### src/rtl/space_pkg.sv
// Shared definitions for the space shooter VGA pipeline: screen geometry,
// derived ship limits and the game-state encoding.
package space_pkg;

    localparam int H_ACTIVE = 640;
    localparam int V_ACTIVE = 480;
    localparam int SHIP_W   = 32;

    localparam logic [10:0] SHIP_X_MAX    = 11'(H_ACTIVE - SHIP_W);
    localparam logic [10:0] SHIP_X_CENTRE = 11'((H_ACTIVE - SHIP_W) / 2);

    typedef enum logic [1:0] {
        ST_IDLE    = 2'd0,
        ST_PLAY    = 2'd1,
        ST_EXPLODE = 2'd2,
        ST_OVER    = 2'd3
    } game_state_e;

endpackage

### src/rtl/game_sequencer_btn_debounce.sv
// Button conditioner: two-flop synchroniser feeding a debouncer that only
// samples on the frame tick, so bounce shorter than a frame never reaches the game.
module btn_debounce #(
    parameter int FRAMES = 2
) (
    input  logic clk,
    input  logic reset,
    input  logic sample,
    input  logic btn,
    output logic level
);
    localparam int CW = $clog2(FRAMES + 1);
    localparam logic [CW-1:0] LAST = CW'(FRAMES - 1);

    logic [1:0]    sync_r;
    logic [CW-1:0] cnt_r;
    logic          level_r;

    // Synchronise the raw button and count consecutive disagreeing frame samples
    always_ff @(posedge clk) begin
        if (reset) begin
            sync_r  <= 2'b00;
            cnt_r   <= CW'(0);
            level_r <= 1'b0;
        end else begin
            sync_r <= {sync_r[0], btn};
            if (sample) begin
                if (sync_r[1] != level_r) begin
                    if (cnt_r >= LAST) begin
                        level_r <= ~level_r;
                        cnt_r   <= CW'(0);
                    end else begin
                        cnt_r <= cnt_r + CW'(1);
                    end
                end else begin
                    cnt_r <= CW'(0);
                end
            end
        end
    end

    assign level = level_r;

endmodule

### src/rtl/game_sequencer.sv
// Frame-rate game controller: frame tick, button conditioning, game FSM, ship,
// fire cooldown, lives and score. Optional macro GAME_SEQUENCER_AUTOFIRE_EN.
module game_sequencer
    import space_pkg::*;
#(
    parameter int SHIP_STEP       = 4,
    parameter int LIVES_INIT      = 3,
    parameter int FIRE_COOLDOWN   = 8,
    parameter int EXPLODE_FRAMES  = 60,
    parameter int DEBOUNCE_FRAMES = 2
) (
    input  logic        clk,
    input  logic        reset,
    input  logic        p_tick,
    input  logic [10:0] pixel_x,
    input  logic [10:0] pixel_y,
    input  logic        btn_left,
    input  logic        btn_right,
    input  logic        btn_fire,
    input  logic        hit,
    input  logic        kill,
    output logic        frame_tick,
    output logic [10:0] ship_x,
    output logic        fire_pulse,
    output logic        freeze,
    output logic [1:0]  state,
    output logic [1:0]  lives,
    output logic [15:0] score
);
    localparam int CW = $clog2(FIRE_COOLDOWN + 1);
    localparam int TW = $clog2(EXPLODE_FRAMES + 1);
    localparam logic [10:0]   STEP       = 11'(SHIP_STEP);
    localparam logic [CW-1:0] CD_LOAD    = CW'(FIRE_COOLDOWN);
    localparam logic [TW-1:0] EXP_LOAD   = TW'(EXPLODE_FRAMES);
    localparam logic [1:0]    LIVES_LOAD = 2'(LIVES_INIT);

    logic          frame_tick_r, fire_prev_r, fire_pulse_r, freeze_r, hit_pend_r;
    game_state_e   state_r, state_n;
    logic [10:0]   ship_x_r, ship_x_n;
    logic [1:0]    lives_r, lives_n;
    logic [15:0]   score_r, score_n;
    logic [CW-1:0] cooldown_r, cooldown_n;
    logic [TW-1:0] timer_r, timer_n;
    logic          hit_pend_n, fire_pulse_n;
    logic          left_deb_s, right_deb_s, fire_deb_s, fire_edge_s, fire_trig_s;

    btn_debounce #(.FRAMES(DEBOUNCE_FRAMES)) u_deb_left  (.clk(clk), .reset(reset), .sample(frame_tick_r), .btn(btn_left),  .level(left_deb_s));
    btn_debounce #(.FRAMES(DEBOUNCE_FRAMES)) u_deb_right (.clk(clk), .reset(reset), .sample(frame_tick_r), .btn(btn_right), .level(right_deb_s));
    btn_debounce #(.FRAMES(DEBOUNCE_FRAMES)) u_deb_fire  (.clk(clk), .reset(reset), .sample(frame_tick_r), .btn(btn_fire),  .level(fire_deb_s));

    // The debouncer updates on the same edge the FSM acts, so the FSM sees last frame's level
    assign fire_edge_s = fire_deb_s & ~fire_prev_r;
`ifdef GAME_SEQUENCER_AUTOFIRE_EN
    assign fire_trig_s = fire_deb_s;
`else
    assign fire_trig_s = fire_edge_s;
`endif

    // Next-state logic for the game FSM and everything it owns
    always_comb begin
        state_n      = state_r;
        ship_x_n     = ship_x_r;
        lives_n      = lives_r;
        cooldown_n   = cooldown_r;
        timer_n      = timer_r;
        fire_pulse_n = 1'b0;
        if (kill && (state_r == ST_PLAY || state_r == ST_EXPLODE) && score_r != 16'hFFFF) begin
            score_n = score_r + 16'd1;
        end else begin
            score_n = score_r;
        end
        if (state_r == ST_PLAY) begin
            hit_pend_n = hit_pend_r | hit;
        end else begin
            hit_pend_n = 1'b0;
        end
        if (frame_tick_r) begin
            case (state_r)
                ST_IDLE: begin
                    if (fire_edge_s) state_n = ST_PLAY;
                    else             state_n = ST_IDLE;
                end
                ST_PLAY: begin
                    if (hit_pend_n) begin
                        if (lives_r != 2'd0) lives_n = lives_r - 2'd1;
                        else                 lives_n = 2'd0;
                        hit_pend_n = 1'b0;
                        timer_n    = EXP_LOAD;
                        state_n    = ST_EXPLODE;
                    end else begin
                        if (left_deb_s && !right_deb_s) begin
                            if (ship_x_r >= STEP) ship_x_n = ship_x_r - STEP;
                            else                  ship_x_n = 11'd0;
                        end else if (right_deb_s && !left_deb_s) begin
                            if (ship_x_r >= SHIP_X_MAX - STEP) ship_x_n = SHIP_X_MAX;
                            else                               ship_x_n = ship_x_r + STEP;
                        end else begin
                            ship_x_n = ship_x_r;
                        end
                        if (cooldown_r != CW'(0)) begin
                            cooldown_n = cooldown_r - CW'(1);
                        end else if (fire_trig_s) begin
                            fire_pulse_n = 1'b1;
                            cooldown_n   = CD_LOAD;
                        end else begin
                            cooldown_n = cooldown_r;
                        end
                    end
                end
                ST_EXPLODE: begin
                    // Leaving on the tick that would reach zero keeps the freeze at EXPLODE_FRAMES frames
                    if (timer_r <= TW'(1)) begin
                        timer_n = TW'(0);
                        if (lives_r == 2'd0) begin
                            state_n = ST_OVER;
                        end else begin
                            state_n    = ST_PLAY;
                            ship_x_n   = SHIP_X_CENTRE;
                            cooldown_n = CW'(0);
                        end
                    end else begin
                        timer_n = timer_r - TW'(1);
                    end
                end
                ST_OVER: begin
                    if (fire_edge_s) begin
                        state_n    = ST_IDLE;
                        lives_n    = LIVES_LOAD;
                        score_n    = 16'd0;
                        ship_x_n   = SHIP_X_CENTRE;
                        cooldown_n = CW'(0);
                    end else begin
                        state_n = ST_OVER;
                    end
                end
                default: state_n = ST_IDLE;
            endcase
        end else begin
            state_n = state_r;
        end
    end

    // Game registers, frame tick detection and registered outputs
    always_ff @(posedge clk) begin
        if (reset) begin
            frame_tick_r <= 1'b0;
            fire_prev_r  <= 1'b0;
            fire_pulse_r <= 1'b0;
            freeze_r     <= 1'b1;
            hit_pend_r   <= 1'b0;
            state_r      <= ST_IDLE;
            ship_x_r     <= SHIP_X_CENTRE;
            lives_r      <= LIVES_LOAD;
            score_r      <= 16'd0;
            cooldown_r   <= CW'(0);
            timer_r      <= TW'(0);
        end else begin
            frame_tick_r <= p_tick && (pixel_x == 11'd0) && (pixel_y == 11'(V_ACTIVE));
            if (frame_tick_r) fire_prev_r <= fire_deb_s;
            fire_pulse_r <= fire_pulse_n;
            freeze_r     <= (state_n != ST_PLAY);
            hit_pend_r   <= hit_pend_n;
            state_r      <= state_n;
            ship_x_r     <= ship_x_n;
            lives_r      <= lives_n;
            score_r      <= score_n;
            cooldown_r   <= cooldown_n;
            timer_r      <= timer_n;
        end
    end

    assign frame_tick = frame_tick_r;
    assign ship_x     = ship_x_r;
    assign fire_pulse = fire_pulse_r;
    assign freeze     = freeze_r;
    assign state      = state_r;
    assign lives      = lives_r;
    assign score      = score_r;

endmodule

### config.mk
export PLATFORM = sky130hd
export DESIGN_NAME = game_sequencer
export DESIGN_NICKNAME = d
export VERILOG_FILES = /design/src/rtl/space_pkg.sv /design/src/rtl/game_sequencer_btn_debounce.sv /design/src/rtl/game_sequencer.sv
export SDC_FILE = /design/constraint.sdc
export NUM_CORES = 1
export LEC_CHECK = 0
export CAP_MARGIN = 5
export CORE_MARGIN = 10
export CORE_UTILIZATION = 50
export DETAILED_ROUTE_END_ITERATION = 8
export GPL_TIMING_DRIVEN = 0
export PLACE_DENSITY_LB_ADDON = 0.12
export SLEW_MARGIN = 20
export SYNTH_ARGS = -nofsm -noshare
export SYNTH_HDL_FRONTEND = slang
export SYNTH_HIERARCHICAL = 1
export SYNTH_SLANG_ARGS = --single-unit
### constraint.sdc
create_clock -name clk -period 6.8 [get_ports clk]
set_input_delay 1.02 -clock clk [delete_from_list [all_inputs] [get_ports clk]]
set_output_delay 1.02 -clock clk [all_outputs]
set_load 0.01 [all_outputs]
==> results of run 1 <==
[cells in the mapped netlist (6+ instances only)]
library cell / number / area share [%]
nor2b_1: 10 / 1.8
mux2i_1: 7 / 2.1
nor3_1: 10 / 1.5
o21ai_0: 6 / 0.88
nand4_1: 16 / 2.9
a21oi_1: 19 / 2.8
nor4_1: 6 / 1.1
nor2_1: 47 / 5.2
ha_1: 16 / 5.9
xor2_1: 13 / 3.4
nand2b_1: 9 / 1.7
inv_1: 21 / 2.3
nand2_1: 30 / 3.3
dfxtp_1: 59 / 35
nand3_1: 20 / 2.9
clkbuf_1: 15 / 1.7
xnor2_1: 8 / 2.1
[metal layers]
layer  vias to the layer above  wire length, um
met5                         -                0
met4                         0               98
met3                        12              652
met2                        95             3800
met1                      1509             3870
li1                       1637                -
[cell families (layout without fill, tap and decap cells)]
family,after synthesis,count (layout),synth area share [%]
muxes,8,8,2.40
other,1,2,0.110
DFF,59,59,34.8
AOI/OAI and AO/OA,76,76,16.8
adders and majority gates,16,16,5.90
buffers and inverters,41,118,4.83
xor gates and xnor gates,21,21,5.42
and+or+nand+nor,189,189,29.8
[metrics by stage]
step | worst slack (ns) | util (%) | hold slack [ns]
2_1_floorplan | 4.25 | - | 0.414
3_3_place_gp | 3.30 | 63.6 | 0.425
3_5_place_dp | 3.27 | 63.6 | 0.426
4_1_cts | 3.62 | 66.6 | 0.449
5_1_grt | 3.44 | 66.6 | 0.461
6_report | 3.72 | 66.6 | 0.445
[how the worst max path moves through the flow]
stage,endpoint,cells after the start
floorplan,ship_x[10],5
global placement,timer_r[3],5
detailed placement,fire_prev_r,5
CTS,fire_prev_r,5
global route,cooldown_r[0],5
finish,fire_prev_r,5
[where the power goes]
part           switching, mW  internal (mW)  leakage, nW  total [mW]
clock                  0.144          0.167       0.0950       0.311
combinational         0.0108         0.0176        0.906      0.0285
sequential          0.000617          0.347        0.477       0.348
[state kept, by name, summed over array words and instances, names as in the netlist, 4 cells and up]
register / cells
score: 16
ship_x: 9
timer_r: 6
cooldown_r: 4
[layout make-up]
class	instances	area, um^2
inverter	22	82.6
timing repair buffer	61	611
clock inverter	7	68.8
tap	77	96.3
buffer	19	81.3
multi-input combinational	312	2050
clock buffer	9	124
fill	555	2160
sequential	59	1180
==> summary.md, run 1 <==
| Metric | Value |
|---|---|
| Status | `finished, final reports clean` |
| CP max stage delay | `0.84 ns` |
| Met1 usage | `20.5%` |
| Reg2reg path depth | `7` |
| Post-route DRC violation count | `0` |
| Placed Instances | `550` |
| Syn. warnings | `6` |
| # rows | `29` |
| DRT antenna net count | `0` |
| Placed cell area | `4110 um^2` |
| Layout cells sized above 1 | `6.34%` |
| CP top delay family | `buffers and inverters` |
| Post-synth EDFFs | `0` |
| Max-cap check violation count | `0` |
| Post-DP HPWL | `6.40 mm` |
| Hold wc startpoint | `u_deb_right/sync_r[0]` |
| First-pass GRT wire length | `14.2 mm` |
| Setup repair bufs after CTS | `0` |
| Tot GR Track Use | `16.5%` |
| Via count | `3253` |
| Global route overflow | `0` |
| Tmin final | `3.08 ns` |
| Max-slew headroom | `50.2%` |
| RSZ-0062 raised after global routing | `false` |
| Least-Margin Pin Slew | `0.743 ns` |
| Total Negative Setup Slacks | `0 ns` |
| Clk slew on worst S/H paths | `0.07 ns` |
| CORE AREA | `6460 um^2` |
| DRT iter0 DRCs | `127` |
| Via density | `5.75` |
| Setup Skew | `0.00791 ns` |
| I/O Pins | `64` |
| Worst Hold End | `u_deb_right/sync_r[1]` |
| Most frequent cells in the layout | `clkdlybuf4s50_1 (61), dfxtp_1 (59), nor2_1 (47)` |
| CP Data Required Time | `7.01 ns` |
| DRT Wirelength | `8.42 mm` |
| CTS Buffer Depth | `2` |
| Met2 track demand over resource | `26.3%` |
| #FFs+latches synth | `59` |
| GRT busiest layer | `met2` |
| Crit-path most repeated cell | `clkbuf_1` |
| CTS root buf | `clkbuf_8` |
| Design area | `4300 um^2` |
| Arrival time worst endpoint | `3.29 ns` |
| Launch point of the worst path | `reset` |
| Crit-path max FO | `17` |
| Die X | `102 um` |
| Kind of critical path | `input pin to flop` |
| RR Endpoint | `ship_x[10]` |
| Cts hold-fix bufs | `0` |
| Cell chain of the critical path | `clkdlybuf4s50_1 -> clkbuf_1 -> clkbuf_1 -> clkbuf_1 -> nor2_1` |
| Starting density of the core | `52.6%` |
| Synth unique cells | `67` |
| Vias in the first global route | `3101` |
| Worst hold path type | `flop to flop` |
| Pwr Density | `160 nW/um^2` |
| Clk_lat worst skew | `0.34 ns` |
| Layout Area Growth over Synthesis | `26.6%` |
| Total CTS buffers | `9` |
| Final-report hold violation count | `0` |
| Port Buffers | `61` |
| CTS tree | `built` |
| Mapped Cells | `411` |
| Final critical-path share of the clock period | `45.3%` |
| Post-synthesis average cell area | `8.26 um^2` |
| Largest net degree at the start of global routing | `18` |
| Met3 GRT Util | `5.20%` |
| Die H | `102 um` |
| Initial antenna violation count | `0` |
| Asr flop ratio synth | `0%` |
| DR WL/cell | `14.9 um` |
| Max IR drop VDD | `176 uV` |
| Critical Path Source Type | `input pin` |
| Leakage power | `1.48 nW` |
| Syn Std Cell Area | `3400 um^2` |
| CP endpoint kind | `flop` |
| Pwr Total | `0.687 mW` |
| R2r startpoint | `state[0]` |
| Slew Limit Fails | `0` |
| Antenna Cells | `0` |
| Pre-Repair DR Iteration Count | `5` |
| Gates resized, CTS repair | `0` |
| Commonest non-fill, non-tap cell in the layout | `clkdlybuf4s50_1` |
| Sink Count | `59` |
| Slowest-stage cell, CP | `clkdlybuf4s50_1` |
| H-Tree Depth | `3` |
| WP buf/inv | `4` |
| Final Non-Filler Cells | `566` |
| Hold Crit Depth | `1` |
| FF-to-FF setup slack | `4.21 ns` |
| Peak Freq | `325 MHz` |
| GPL Wtd Cong | `0.876` |
| Setup violators final | `0` |
| Full die area | `10500 um^2` |
| Top FF cell, synth | `dfxtp_1` |
| Seq/Total Area, Yosys | `34.8%` |
| Final net count | `530` |
Note: power is estimated with default switching activity, not from simulation.
==> run 2: changes to the inputs <==
clock period = 3 ns   (was 6.8 ns; I/O delays follow)
==> results of run 2 <==
The final DEF is identical to that of run 1. Status: finished, final reports clean.
Among the figures that moved: setup slack after placement 3.27 ns -> 0.0372 ns; setup slack after layout 3.72 ns -> 0.410 ns; start point of the critical path reset -> state[0]; end point of the critical path fire_prev_r -> ship_x[10]; register-to-register setup slack 4.21 ns -> 0.41 ns; total power 0.687 mW -> 1.56 mW; worst IR drop on VDD 176 uV -> 398 uV
